### src/rtl/cache_repl_pkg.sv
// Shared state encoding and tree pseudo-LRU helpers for the cache refill controller.
// Tree bits: t0 = root, t1 picks between ways 0/1, t2 between ways 2/3 (2-way uses t0 only).
package cache_repl_pkg;

    typedef logic [1:0] state_t;

    localparam state_t S_IDLE   = 2'd0;
    localparam state_t S_WB     = 2'd1;
    localparam state_t S_REFILL = 2'd2;
    localparam state_t S_DONE   = 2'd3;

    localparam int PLRU_MAX_BITS = 3;
    typedef logic [PLRU_MAX_BITS-1:0] plru_bits_t;

    function automatic int plru_bits_w(input int assoc);
        return assoc - 1;
    endfunction

    function automatic logic [1:0] plru_victim(input plru_bits_t bits, input int assoc);
        logic [1:0] v;
        if (assoc == 2)
            v = {1'b0, bits[0]};
        else if (!bits[0])
            v = {1'b0, bits[1]};
        else
            v = {1'b1, bits[2]};
        return v;
    endfunction

    // Every bit on the accessed way's path is made to point away from it.
    function automatic plru_bits_t plru_touch(input plru_bits_t bits, input logic [1:0] way,
                                              input int assoc);
        plru_bits_t b;
        b = bits;
        if (assoc == 2) begin
            b[0] = ~way[0];
        end else begin
            b[0] = ~way[1];
            if (way[1])
                b[2] = ~way[0];
            else
                b[1] = ~way[0];
        end
        return b;
    endfunction

endpackage

### src/rtl/cache_refill_ctrl_plru.sv
// Per-set tree pseudo-LRU storage: one read port yielding the PLRU way,
// one write port applying an access to a way.
module plru_tree_array
    import cache_repl_pkg::*;
#(
    parameter int SET_ASSOC = 4,
    parameter int SET_NUM   = 64
) (
    input  logic                         clk,
    input  logic                         rst_n,
    input  logic [$clog2(SET_NUM)-1:0]   i_rd_index,
    output logic [$clog2(SET_ASSOC)-1:0] o_rd_victim,
    input  logic                         i_wr_en,
    input  logic [$clog2(SET_NUM)-1:0]   i_wr_index,
    input  logic [$clog2(SET_ASSOC)-1:0] i_wr_way
);
    localparam int PW = plru_bits_w(SET_ASSOC);
    localparam int WW = $clog2(SET_ASSOC);

    logic [PW-1:0] r_bits [SET_NUM];
    plru_bits_t    w_rd_bits;
    plru_bits_t    w_wr_old;
    plru_bits_t    w_wr_new;
    logic [1:0]    w_victim_full;
    logic [1:0]    w_wr_way_full;

    always_comb begin
        w_rd_bits                = '0;
        w_rd_bits[PW-1:0]        = r_bits[i_rd_index];
        w_wr_old                 = '0;
        w_wr_old[PW-1:0]         = r_bits[i_wr_index];
        w_wr_way_full            = '0;
        w_wr_way_full[WW-1:0]    = i_wr_way;
        w_victim_full            = plru_victim(w_rd_bits, SET_ASSOC);
        w_wr_new                 = plru_touch(w_wr_old, w_wr_way_full, SET_ASSOC);
    end

    assign o_rd_victim = w_victim_full[WW-1:0];

    always_ff @(posedge clk) begin
        if (!rst_n) begin
            for (int s = 0; s < SET_NUM; s++)
                r_bits[s] <= '0;
        end else if (i_wr_en) begin
            r_bits[i_wr_index] <= w_wr_new[PW-1:0];
        end
    end

endmodule

### src/rtl/cache_refill_ctrl.sv
// Miss handling for a 2/4-way cache: victim choice, optional dirty writeback,
// then line refill word by word, with tree-PLRU update on hits and fills.
//   state    | meaning
//   S_IDLE   | accepting lookups; hits update PLRU
//   S_WB     | dirty victim being written back, wait for wb_ack
//   S_REFILL | collecting LINE_WORDS refill words into the victim way
//   S_DONE   | one-cycle line-installed pulse, victim marked as accessed
module cache_refill_ctrl
    import cache_repl_pkg::*;
#(
    parameter int SET_ASSOC  = 4,
    parameter int SET_NUM    = 64,
    parameter int LINE_WORDS = 8
) (
    input  logic                          clk,
    input  logic                          rst_n,
    input  logic                          i_lookup_valid,
    output logic                          o_lookup_ready,
    input  logic [$clog2(SET_NUM)-1:0]    i_lookup_index,
    input  logic [SET_ASSOC-1:0]          i_hit_way,
    input  logic [SET_ASSOC-1:0]          i_valid_way,
    input  logic [SET_ASSOC-1:0]          i_dirty_way,
    output logic                          o_busy,
    output logic                          o_wb_req,
    output logic [$clog2(SET_ASSOC)-1:0]  o_wb_way,
    input  logic                          i_wb_ack,
    output logic                          o_refill_req,
    input  logic                          i_refill_valid,
    output logic                          o_fill_we,
    output logic [$clog2(SET_ASSOC)-1:0]  o_fill_way,
    output logic [$clog2(LINE_WORDS)-1:0] o_fill_word,
    output logic [$clog2(SET_NUM)-1:0]    o_fill_index,
    output logic                          o_done
);
    localparam int IW = $clog2(SET_NUM);
    localparam int WW = $clog2(SET_ASSOC);
    localparam int CW = $clog2(LINE_WORDS);

    if (SET_ASSOC != 2 && SET_ASSOC != 4) begin : g_bad_assoc
        $error("cache_refill_ctrl: SET_ASSOC must be 2 or 4");
    end

    state_t        r_state;
    logic [IW-1:0] r_index;
    logic [WW-1:0] r_victim;
    logic [CW-1:0] r_cnt;
    logic          r_got_word;

    logic          w_accept;
    logic          w_is_hit;
    logic          w_has_free;
    logic          w_victim_dirty;
    logic          w_last_word;
    logic          w_plru_wr_en;
    logic [WW-1:0] w_hit_way;
    logic [WW-1:0] w_free_way;
    logic [WW-1:0] w_plru_way;
    logic [WW-1:0] w_victim;
    logic [WW-1:0] w_plru_wr_way;
    logic [IW-1:0] w_plru_wr_index;

    assign o_busy         = (r_state != S_IDLE);
    assign o_lookup_ready = !o_busy;
    assign w_accept       = i_lookup_valid && o_lookup_ready;
    assign w_is_hit       = |i_hit_way;

    // Descending scan leaves the lowest set bit; this also resolves malformed hit vectors.
    always_comb begin
        w_hit_way  = '0;
        w_free_way = '0;
        w_has_free = 1'b0;
        for (int w = SET_ASSOC - 1; w >= 0; w--) begin
            if (i_hit_way[w])
                w_hit_way = WW'(w);
            if (!i_valid_way[w]) begin
                w_free_way = WW'(w);
                w_has_free = 1'b1;
            end
        end
    end

    assign w_victim       = w_has_free ? w_free_way : w_plru_way;
    assign w_victim_dirty = i_valid_way[w_victim] && i_dirty_way[w_victim];

    always_comb begin
        w_plru_wr_en    = 1'b0;
        w_plru_wr_index = i_lookup_index;
        w_plru_wr_way   = w_hit_way;
        if (r_state == S_DONE) begin
            w_plru_wr_en    = 1'b1;
            w_plru_wr_index = r_index;
            w_plru_wr_way   = r_victim;
        end else if (w_accept && w_is_hit) begin
            w_plru_wr_en = 1'b1;
        end
    end

    plru_tree_array #(
        .SET_ASSOC (SET_ASSOC),
        .SET_NUM   (SET_NUM)
    ) u_plru (
        .clk         (clk),
        .rst_n       (rst_n),
        .i_rd_index  (i_lookup_index),
        .o_rd_victim (w_plru_way),
        .i_wr_en     (w_plru_wr_en),
        .i_wr_index  (w_plru_wr_index),
        .i_wr_way    (w_plru_wr_way)
    );

    assign w_last_word = (r_cnt == CW'(LINE_WORDS - 1));

    always_ff @(posedge clk) begin
        if (!rst_n) begin
            r_state    <= S_IDLE;
            r_index    <= '0;
            r_victim   <= '0;
            r_cnt      <= '0;
            r_got_word <= 1'b0;
        end else begin
            case (r_state)
                S_IDLE: begin
                    if (w_accept && !w_is_hit) begin
                        r_index    <= i_lookup_index;
                        r_victim   <= w_victim;
                        r_cnt      <= '0;
                        r_got_word <= 1'b0;
                        r_state    <= w_victim_dirty ? S_WB : S_REFILL;
                    end
                end
                S_WB: begin
                    if (i_wb_ack)
                        r_state <= S_REFILL;
                end
                S_REFILL: begin
                    if (i_refill_valid) begin
                        r_got_word <= 1'b1;
                        if (w_last_word) begin
                            r_cnt   <= '0;
                            r_state <= S_DONE;
                        end else begin
                            r_cnt <= r_cnt + 1'b1;
                        end
                    end
                end
                S_DONE:  r_state <= S_IDLE;
                default: r_state <= S_IDLE;
            endcase
        end
    end

    assign o_wb_req     = (r_state == S_WB);
    assign o_wb_way     = r_victim;
    assign o_refill_req = (r_state == S_REFILL) && !r_got_word;
    assign o_fill_we    = (r_state == S_REFILL) && i_refill_valid;
    assign o_fill_way   = r_victim;
    assign o_fill_word  = r_cnt;
    assign o_fill_index = r_index;
    assign o_done       = (r_state == S_DONE);

endmodule

### config.mk
export PLATFORM = sky130hd
export DESIGN_NAME = cache_refill_ctrl
export DESIGN_NICKNAME = d
export VERILOG_FILES = /design/src/rtl/cache_repl_pkg.sv /design/src/rtl/cache_refill_ctrl_plru.sv /design/src/rtl/cache_refill_ctrl.sv
export SDC_FILE = /design/constraint.sdc
export NUM_CORES = 1
export LEC_CHECK = 0
export ABC_AREA = 1
export CAP_MARGIN = 0
export CELL_PAD_IN_SITES_DETAIL_PLACEMENT = 0
export CELL_PAD_IN_SITES_GLOBAL_PLACEMENT = 1
export CORE_MARGIN = 5
export CORE_UTILIZATION = 47
export CTS_CLUSTER_DIAMETER = 200
export CTS_CLUSTER_SIZE = 28
export DETAILED_ROUTE_END_ITERATION = 6
export GPL_TIMING_DRIVEN = 0
export PLACE_DENSITY_LB_ADDON = 0.1
export SLEW_MARGIN = 20
export SYNTH_ARGS = -nofsm -noshare
export SYNTH_HDL_FRONTEND = slang
export SYNTH_SLANG_ARGS = --single-unit
### constraint.sdc
create_clock -name clk -period 3.1 [get_ports clk]
set_input_delay 0.775 -clock clk [delete_from_list [all_inputs] [get_ports clk]]
set_output_delay 0.775 -clock clk [all_outputs]
set_load 0.01 [all_outputs]
==> qor.log <==
qor: status.outcome completed
qor: logic_synthesis.synth-seq-cells 206
qor: setup_path.reg2reg_slack 0.11 ns
qor: run.max-cap-violations 0
qor: sta.setup-tns-final 0 ns
qor: logic_synthesis.yosysSeqAreaShare 52.2%
qor: cells_and_area.post_route_cells_drive_above_1_share 6.42%
qor: power_and_ir_drop.power.static_leakage 4.90 nW
qor: global_route.antenna_found_initial 0
qor: setup_path.worstReg2RegStart r_state[0]
qor: logic_synthesis.synth_cell_type_count 28
qor: clock_network.cts.sink_count 206
qor: routing.finalWirelength 46.3 mm
qor: placed_design.io_buffer_count 38
qor: clock_network.htree_levels 1
qor: sta.finalCritPeriodShare 97.0%
qor: clock_network.cts_buffers 11
qor: hold_path.worst_hold_path_type reg2reg
qor: clock_network.cts_max_path_buffers 3
qor: floorplan.placementRows 57
qor: routing.antenna_violating_nets_post_route 0
qor: power_and_ir_drop.share_of_total_power_consumed_by_net_switching 30.6%
qor: routing.firstDrtPassIters 5
qor: floorplan.initial_utilization 47.6%
qor: power_and_ir_drop.power.density_cell_area 462 nW/µm²
qor: global_route.grt_pass1_wl 67.2 mm
qor: floorplan.fp.dieH 167 µm
qor: routing.dr.first_iter.drc_count 1,428
qor: cells_and_area.multi_input_area 4690 µm²
qor: floorplan.core_region_area 24,300 µm²
qor: routing.number_of_vias_in_the_routed_layout 11.0k
qor: logic_synthesis.synth_fp_nets 1,485
qor: logic_synthesis.post-synth-top-area-fraction 49.8%
qor: global_route.globalRouteOverflowTotal 0
qor: setup_path.launching_element_of_the_worst_setup_path i_hit_way[0]
qor: clock_network.clock_tree.root_cell clkbuf_16
qor: setup_path.cp_data_required_time 3.29 ns
qor: sta.finalHoldViolations 0
qor: setup_path.critical_path.reg2reg.endpoint u_plru.r_bits[37][1]
qor: setup_path.worst_ep_arrival_time 3.20 ns
qor: sta.max_slew_headroom_at_the_worst_pin 40.1%
qor: logic_synthesis.synth_area 11,600 µm²
qor: global_route.first_global_vias 10.5k
qor: setup_path.worstSetupEndpointType flop
qor: cells_and_area.final_core_util 52.5%
qor: logic_synthesis.yosys-top-cells-area edfxtp_1 (50%), nand2_1 (14%), nand3_1 (7.4%), o21ai_0 (5.9%), nor3_1 (4.9%)
qor: cells_and_area.fillCellCount 2,434
qor: sta.slew_violations 0
qor: sta.fmax 333 MHz
qor: cells_and_area.areaGrowthSynthToFinish 10.3%
qor: setup_path.critical_path.max_fanout 10
qor: placed_design.dp_hpwl 33.1 mm
qor: global_route.grt_start_max_net_pins 30
qor: cells_and_area.net_total_in_the_final_layout 1,538
qor: setup_path.reg2reg_depth 12
qor: power_and_ir_drop.finalPower 5.90 mW
qor: clock_network.cts-hold-fix-buffers 0
qor: cells_and_area.sequential_cell_area 6050 µm²
qor: logic_synthesis.yosys_warnings 0
qor: logic_synthesis.avgSynthCellArea 7.96 µm²
qor: power_and_ir_drop.power.net_switching 1.81 mW
qor: global_route.grt_util_all_layers 32.4%
qor: clock_network.clk_pin_slew_worst_paths 0.12 ns
qor: power_and_ir_drop.combPwrFrac 18.2%
qor: sta.final.min_clock_period 3.01 ns
qor: clock_network.cts_tree built
qor: sta.worst_slew_pin_slew 0.898 ns
qor: routing.routed_via_density 6.01
qor: placed_design.place_congestion 0.986
qor: floorplan.die_area 27,900 µm²
qor: floorplan.floorplan.die.width 167 µm
qor: clock_network.clk_latency 0.50 ns
qor: floorplan.pin_count 42
qor: sta.finalSetupViolations 0
qor: setup_path.cp-endpoint u_plru.r_bits[57][1]
qor: power_and_ir_drop.peak_vdd_ir 0.527 mV
qor: routing.routed_wire_length_per_instance 25.2 µm
qor: routing.post-route-drc-count 0
qor: sta.rsz0062_at_grt yes
qor: setup_path.timing_worst_setup_path_type in2reg
qor: sta.final_clock_skew 0.0441 ns
qor: power_and_ir_drop.power.share.clock 28.1%
qor: cells_and_area.diodes 0
qor: logic_synthesis.mapped_cells 1,455
qor: setup_path.cp-start-kind primary input
qor: power_and_ir_drop.share_seq_of_total_power 53.7%
qor: logic_synthesis.netlist.top_cell.by_area edfxtp_1
qor: power_and_ir_drop.p_int 4.09 mW
[how the worst min path moves through the flow]
stage | start | to | depth (start not counted)
final | r_got_word | r_got_word | 2
after floorplan | r_got_word | r_got_word | 2
after global placement | r_got_word | r_got_word | 2
after global routing | o_fill_index[3] | o_fill_index[3] | 2
after CTS | r_got_word | r_got_word | 2
after detailed placement | r_got_word | r_got_word | 2
[per-stage QoR]
step                hold WS (ns)  cells  area [µm²]  setup slack [ns]
CTS                        0.477   1832       12700            0.0218
finish                     0.477   1834       12800            0.0937
detailed placement         0.459   1817       12400            -0.649
global route               0.497   1834       12800           -0.0442
floorplan                  0.441   1455       11600             0.636
global placement           0.456   1817       12400            -0.615
[logic make-up (layout without fill, tap and decap cells)]
logic type	count (synthesis)	count (layout)	share of synthesized area, %
simple gates	874	874	32.0
compound gates	162	162	7.23
flops	206	206	52.2
fa+ha+maj	7	7	0.756
buf+inv	206	261	7.84
[metal layers]
metal | global-route usage (%) | vias to the layer above | wire [µm]
li1 | - | 4951 | -
met2 | 51.8 | 754 | 20800
met5 | 0 | - | 0
met3 | 6.12 | 182 | 5060
met1 | 41.7 | 5141 | 17300
met4 | 17.5 | 0 | 3040
[power groups by stage]
stage / Sequential [mW] / Clock (mW) / Combinational, mW
floorplan: 3.22 / 0 / 0.599
global placement: 3.23 / 0 / 1.01
detailed placement: 3.23 / 0 / 1.01
CTS: 3.17 / 1.64 / 1.02
global route: 3.18 / 1.74 / 1.14
finish: 3.17 / 1.66 / 1.07
[registers in the layout, indices dropped and copies added, names as in the netlist]
signal         cells
o_fill_way         2
r_got_word         1
u_plru.r_bits    192
o_fill_index       6
r_state            2
o_fill_word        3
[cells in the mapped netlist]
master and n:
nor2_1 134, buf_6 8, o21ai_4 1, dfxtp_1 14, o22ai_1 1, nor3_1 114
buf_1 6, o31ai_1 1, nand3_1 171, buf_2 25, o21ai_0 136, o21ai_2 1
ha_1 7, nor2_4 4, clkbuf_1 63, nor3_2 1, a21oi_1 14, or2_2 1
inv_4 1, buf_4 11, o21ai_1 6, inv_2 6, a21oi_2 2, edfxtp_1 192
nand2_1 439, nor2_2 8, inv_1 86, nand4_1 2
[placed cells by master (no fill, tap or decap), types with 2 or more instances in the layout]
cell             instances
nand2_2                  2
clkbuf_16               11
clkbuf_1                62
nand3_1                171
buf_1                    5
ha_1                     6
o21ai_4                  3
nor2_1                 130
o21ai_1                  6
dfxtp_1                 14
clkdlybuf4s50_1         36
nand2_1                437
clkbuf_2                 5
nor3_1                 114
edfxtp_1               192
dlymetal6s2s_1           2
nor2_4                   8
buf_2                   24
buf_4                   13
inv_1                   85
a21oi_1                 14
nor2_2                   8
nand4_1                  2
inv_2                    6
buf_6                    8
o21ai_0                135
[repair_timing]
action                                  4_1_cts  5_1_grt
endpoints found under the setup margin       76      100
gates resized for setup                       9       19
buffers inserted                              0        2
[critical path, stage by stage]
cell	delay (ns)
clkdlybuf4s50_1	0.51
nor2_1	0.07
nand2_1	0.06
nand3_1	0.10
a21oi_4	0.26
clkinvlp_4	0.22
clkbuf_2	0.30
nor2_2	0.34
nand2_1	0.27
o21ai_0	0.28
[layout make-up]
cell class,instances,share of cell area [%]
sequential,206,47.3
clock buffer,14,2.24
tap,324,3.17
clock inverter,1,0.157
inverter,93,2.78
multi-input combinational,1043,36.7
timing repair buffer,40,3.14
buffer,113,4.43
(Power assumes the default switching activity.)
